$ cat src/rtl/ascon_round_sequencer.sv
// Round controller for the Ascon permutation: issues 12/8/6 rounds per request
// with stall and abort, driving the round index, selector code and round constant.
module ascon_round_sequencer #(
   parameter int CTR_W = 5
) (
   input  logic             clk,
   input  logic             rst_n,
   input  logic             start_i,
   input  logic [1:0]       mode_i,
   input  logic             stall_i,
   input  logic             abort_i,
   output logic             busy_o,
   output logic             round_en_o,
   output logic [CTR_W-1:0] ctr_o,
   output logic [CTR_W-1:0] rounds_o,
   output logic [7:0]       rc_o,
   output logic             last_o,
   output logic             done_o,
   output logic             err_o
);

   typedef enum logic [1:0] {IDLE, RUN, DONE} state_t;

   state_t           state, state_nxt;
   logic [CTR_W-1:0] ctr, ctr_nxt;
   logic [CTR_W-1:0] n, n_nxt;
   logic [CTR_W-1:0] sel, sel_nxt;
   logic [7:0]       rc, rc_nxt;
   logic             last, last_nxt;
   logic             err, err_nxt;
   logic             round_en;

   function automatic logic [CTR_W-1:0] rounds_of(input logic [1:0] mode);
      case (mode)
         2'b00:   rounds_of = CTR_W'(12);
         2'b01:   rounds_of = CTR_W'(8);
         default: rounds_of = CTR_W'(6);
      endcase
   endfunction

   function automatic logic [CTR_W-1:0] sel_of(input logic [1:0] mode);
      case (mode)
         2'b00:   sel_of = CTR_W'(0);
         2'b01:   sel_of = CTR_W'(12);
         default: sel_of = CTR_W'(6);
      endcase
   endfunction

   function automatic logic [7:0] start_rc(input logic [1:0] mode);
      case (mode)
         2'b00:   start_rc = 8'hF0;
         2'b01:   start_rc = 8'hB4;
         default: start_rc = 8'h96;
      endcase
   endfunction

   // Each round lowers the constant by 0x0F, wrapping on 8 bits.
   function automatic logic [7:0] step_rc(input logic [7:0] cur);
      step_rc = cur - 8'h0F;
   endfunction

   always_ff @(posedge clk) begin
      if (!rst_n) begin
         state <= IDLE;
         ctr   <= '0;
         n     <= '0;
         sel   <= '0;
         rc    <= '0;
         last  <= 1'b0;
         err   <= 1'b0;
      end else begin
         state <= state_nxt;
         ctr   <= ctr_nxt;
         n     <= n_nxt;
         sel   <= sel_nxt;
         rc    <= rc_nxt;
         last  <= last_nxt;
         err   <= err_nxt;
      end
   end

   always_comb begin
      state_nxt = state;
      ctr_nxt   = ctr;
      n_nxt     = n;
      sel_nxt   = sel;
      rc_nxt    = rc;
      err_nxt   = 1'b0;
      round_en  = 1'b0;
      case (state)
         RUN: begin
            round_en = !stall_i && !abort_i;
            if (abort_i) begin
               state_nxt = IDLE;
               ctr_nxt   = '0;
               sel_nxt   = '0;
               rc_nxt    = '0;
            end else if (round_en) begin
               if (ctr == n) begin
                  state_nxt = DONE;
                  ctr_nxt   = '0;
                  sel_nxt   = '0;
                  rc_nxt    = '0;
               end else begin
                  ctr_nxt = ctr + CTR_W'(1);
                  rc_nxt  = step_rc(rc);
               end
            end
         end
         default: begin
            // IDLE and DONE both accept a new request; DONE falls back to IDLE otherwise.
            state_nxt = IDLE;
            ctr_nxt   = '0;
            sel_nxt   = '0;
            rc_nxt    = '0;
            if (start_i) begin
               if (mode_i == 2'b11) begin
                  err_nxt = 1'b1;
               end else begin
                  state_nxt = RUN;
                  ctr_nxt   = CTR_W'(1);
                  n_nxt     = rounds_of(mode_i);
                  sel_nxt   = sel_of(mode_i);
                  rc_nxt    = start_rc(mode_i);
               end
            end
         end
      endcase
      last_nxt = (state_nxt == RUN) && (ctr_nxt == n_nxt);
   end

   assign busy_o     = (state == RUN);
   assign done_o     = (state == DONE);
   assign round_en_o = round_en;
   assign ctr_o      = ctr;
   assign rounds_o   = sel;
   assign rc_o       = rc;
   assign last_o     = last;
   assign err_o      = err;

endmodule

$ cat config.mk
export PLATFORM = sky130hd
export DESIGN_NAME = ascon_round_sequencer
export DESIGN_NICKNAME = d
export VERILOG_FILES = /design/src/rtl/ascon_round_sequencer.sv
export SDC_FILE = /design/constraint.sdc
export NUM_CORES = 1
export LEC_CHECK = 0
export CAP_MARGIN = 20
export CORE_MARGIN = 2
export CORE_UTILIZATION = 54
export DETAILED_ROUTE_END_ITERATION = 6
export PLACE_DENSITY = 0.92
export SLEW_MARGIN = 20
export SYNTH_ARGS = -nofsm -noshare
export SYNTH_HDL_FRONTEND = slang
export SYNTH_SLANG_ARGS = --single-unit
$ cat constraint.sdc
create_clock -name clk -period 2.86 [get_ports clk]
set_input_delay 0.572 -clock clk [delete_from_list [all_inputs] [get_ports clk]]
set_output_delay 0.572 -clock clk [all_outputs]
set_load 0.02 [all_outputs]
==> key figures <==
Route
  – DRC: 0
  – Vias per cell: about 6.1
  – Initial DRC Count: 52
  – WL/cell: 15.6 um
  – Initial DRT Pass Iterations: 4
  – Total wire length after detailed routing: 3.67 mm
  – DR vias: 1427
  – Post-route ant nets: 0

STA
  – F_max: 392 MHz
  – Max-slew violation count: 0
  – Unrepaired setup endpoints after global routing: false
  – Post-layout min period: roughly 2.6 ns
  – # setup viols final: 0
  – Hold_ws: 0.528 ns
  – Fin crit share: 89.2%
  – Final setup TNS: 0 ns
  – Worst clock skew: ~0.004 ns
  – Endpoints failing hold: 0

Clocking
  – Root cell of the clock tree: clkbuf_4
  – Post-CTS Resized: 0
  – H-tree Lvls: 1
  – Clock-pin slew on the worst setup and hold paths: 0.14 ns
  – CTS tree: built
  – CTS max path bufs: 2
  – Post-CTS Setup Inserts: 0
  – Clock Latency Late Sink: 0.32 ns
  – CTS Buf Count: 3
  – CTS Sinks: 25
  – Hold_buf cts: 0

Min path
  – Worst min path class: flip-flop to flip-flop
  – Endpoint of the worst hold path: rounds_o[1]
  – Hold path startpoint: rounds_o[1]
  – Hold path depth: 2

Layout
  – Seq. cell area: approximately 500 um^2
  – Share of layout cells above drive strength 1: 7.80%
  – Area occupied by multi-input gates: 891 um^2
  – Layout Utilization: 72.0%
  – Antenna cell count: 0
  – Area Overhead vs Synth: 23.7%
  – Nets: 221
  – Fillers: roughly 190

Die
  – I/O pins: 30
  – Initial core utilization: between 50% and 60%
  – Area of the die: 0.00315 mm^2
  – Core area: 0.00252 mm^2
  – Rows: 18
  – Die height: 56.1 um
  – Die X: between 50 and 60 um

Logic synthesis
  – Share of the synthesized area in the top cell type: 34.1%
  – Synthesized instance count: 175
  – Ys async rst share: 0%
  – Synth Area in XOR/XNOR: around 6.3%
  – Adder-Cell Fraction of Synth Area: just under 7%
  – Main area contributors after synthesis: dfxtp_1, ha_1, nor2_1, and2_1, a21oi_1
  – Synth cell count leaders: dfxtp_1, nor2_1, nand2_1, a21oi_1
  – Area share of and/or/nand/nor cells after synthesis: 25.1%
  – Largest family of logic cells by synthesized area: simple AND/OR/NAND/NOR gates
  – Synth Warn #: 0
  – Post-synthesis compound-gate area fraction: 21.9%
  – EDFF count, synth: 0
  – Seq/Total Area, Yosys: 34.1%
  – #FFs+latches synth: 25
  – Mux cell area share after synthesis: 0%
  – Most frequent cell after synthesis: dfxtp_1
  – Synth unique cells: 46
  – Synthesized area: 0.00147 mm^2
  – Syn_area_per_cell: 8.39 um^2
  – Synth area leader: dfxtp_1
  – Dominant synthesized flop cell: dfxtp_1

Setup path
  – Crit path kind: primary input to primary output
  – Reg2Reg Launch Point: ctr_o[2]
  – Family with the most delay on the worst path: buffers and inverters
  – Critical Path Max Stage Delay: between 0.6 and 0.7 ns
  – Worst Path Arrival: 1.98 ns
  – Crit path max-delay cell type: clkdlybuf4s50_1
  – Levels on crit path: 3
  – R2R Setup Slk: ~0.94 ns
  – Worst Path Buf+Inv: 2
  – Crit path top cell by count: clkdlybuf4s50_1
  – Startpoint types: primary input
  – Worst R2R Path Depth: 5
  – Critical Path, Cell by Cell: clkdlybuf4s50_1 > nor3_1 > clkdlybuf4s50_1
  – Crit-path max FO: 6
  – R2R Path End: last_o
  – Req. time, crit path: around 2.3 ns
  – CP Capture Type: primary output

GRT
  – GRT overflow: 0
  – Vias in the first global route: 1318
  – Initial antenna violation count: 0
  – First-pass GRT wire length: 6.15 mm
  – GRT Overall Usage: 24.1%
  – Largest net degree at the start of global routing: 14

Placed design
  – Dpl hpwl: 2.79 mm
  – IO buf count: 27
  – GPL Wtd Cong: 0.983

Job
  – Max cap viols: 0

Power
  – Worst IR Drop VDD: 0.315 mV
  – Pleak: 0.726 nW
  – Pwr per Cell Area: 386 mW/mm^2

Status
  – Outcome: finished clean
-- metrics by stage --
step,cell area (um^2),total power [mW],setup WS [ns],std cells
final,1820,0.700,0.308,235
after global routing,1820,0.731,0.219,235
after CTS,1820,0.699,0.282,235
after detailed placement,1790,0.545,0.292,231
after global placement,1790,0.538,0.338,231
after floorplan,1470,0.487,0.872,176
-- tightest hold or removal path, stage by stage, from the launching register on --
cell and delay (ns):
dfxtp_1 0.36, a22oi_1 0.07, nor2_1 0.08
-- layout make-up --
class | instances | area share, %
Inverter | 8 | 1.65
Sequential cell | 25 | 27.6
Tap cell | 30 | 2.07
Clock buffer | 4 | 1.45
Multi-Input combinational cell | 133 | 49.1
Timing Repair Buffer | 35 | 18.2
-- worst max-delay path by stage --
stage | from | to | slack [ns]
5_1_grt | abort_i | round_en_o | 0.22
6_report | abort_i | round_en_o | 0.31
2_1_floorplan | stall_i | last_o | 0.87
4_1_cts | abort_i | round_en_o | 0.28
3_3_place_gp | abort_i | round_en_o | 0.34
3_5_place_dp | abort_i | round_en_o | 0.29
-- state kept, by name (all words and copies together) (netlist names) --
signal and cells:
n 5, err_o 1, state 2, rc_o 8
ctr_o 5, rounds_o 3, last_o 1
-- per-layer routing --
layer  vias to the layer above  GRT usage [%]  routed length, um
li1                        687              -                  -
met1                       683           31.7               1600
met2                        49           41.7               1840
met3                         8           2.33                169
met4                         0           6.80                 63
met5                         -              0                  0
-- cell usage in the layout (no fill, tap or decap), types with 8 or more instances in the layout --
cell	netlist	final
clkdlybuf4s50_1	0	27
dfxtp_1	25	25
nor2_1	15	15
nand2_1	12	12
a21oi_1	9	9
inv_1	8	8
and2_1	8	8
ha_1	8	8
buf_4	2	8
-- cell families (layout without fill, tap and decap cells) --
family,Yosys count,in the layout
AND/OR/NAND/NOR,69,69
flip-flops,25,25
other,1,2
XOR/XNOR,9,9
AO/OA/AOI/OAI,45,45
buffers and inverters,18,47
adder cells (fa/ha/maj),8,8
-- where the power goes --
part / switching [mW] / internal, mW / total, mW
sequential: 0.0149 / 0.362 / 0.377
combinational: 0.0931 / 0.0702 / 0.163
clock: 0.106 / 0.0546 / 0.160
No activity file was read; power rests on OpenSTA's default activity.
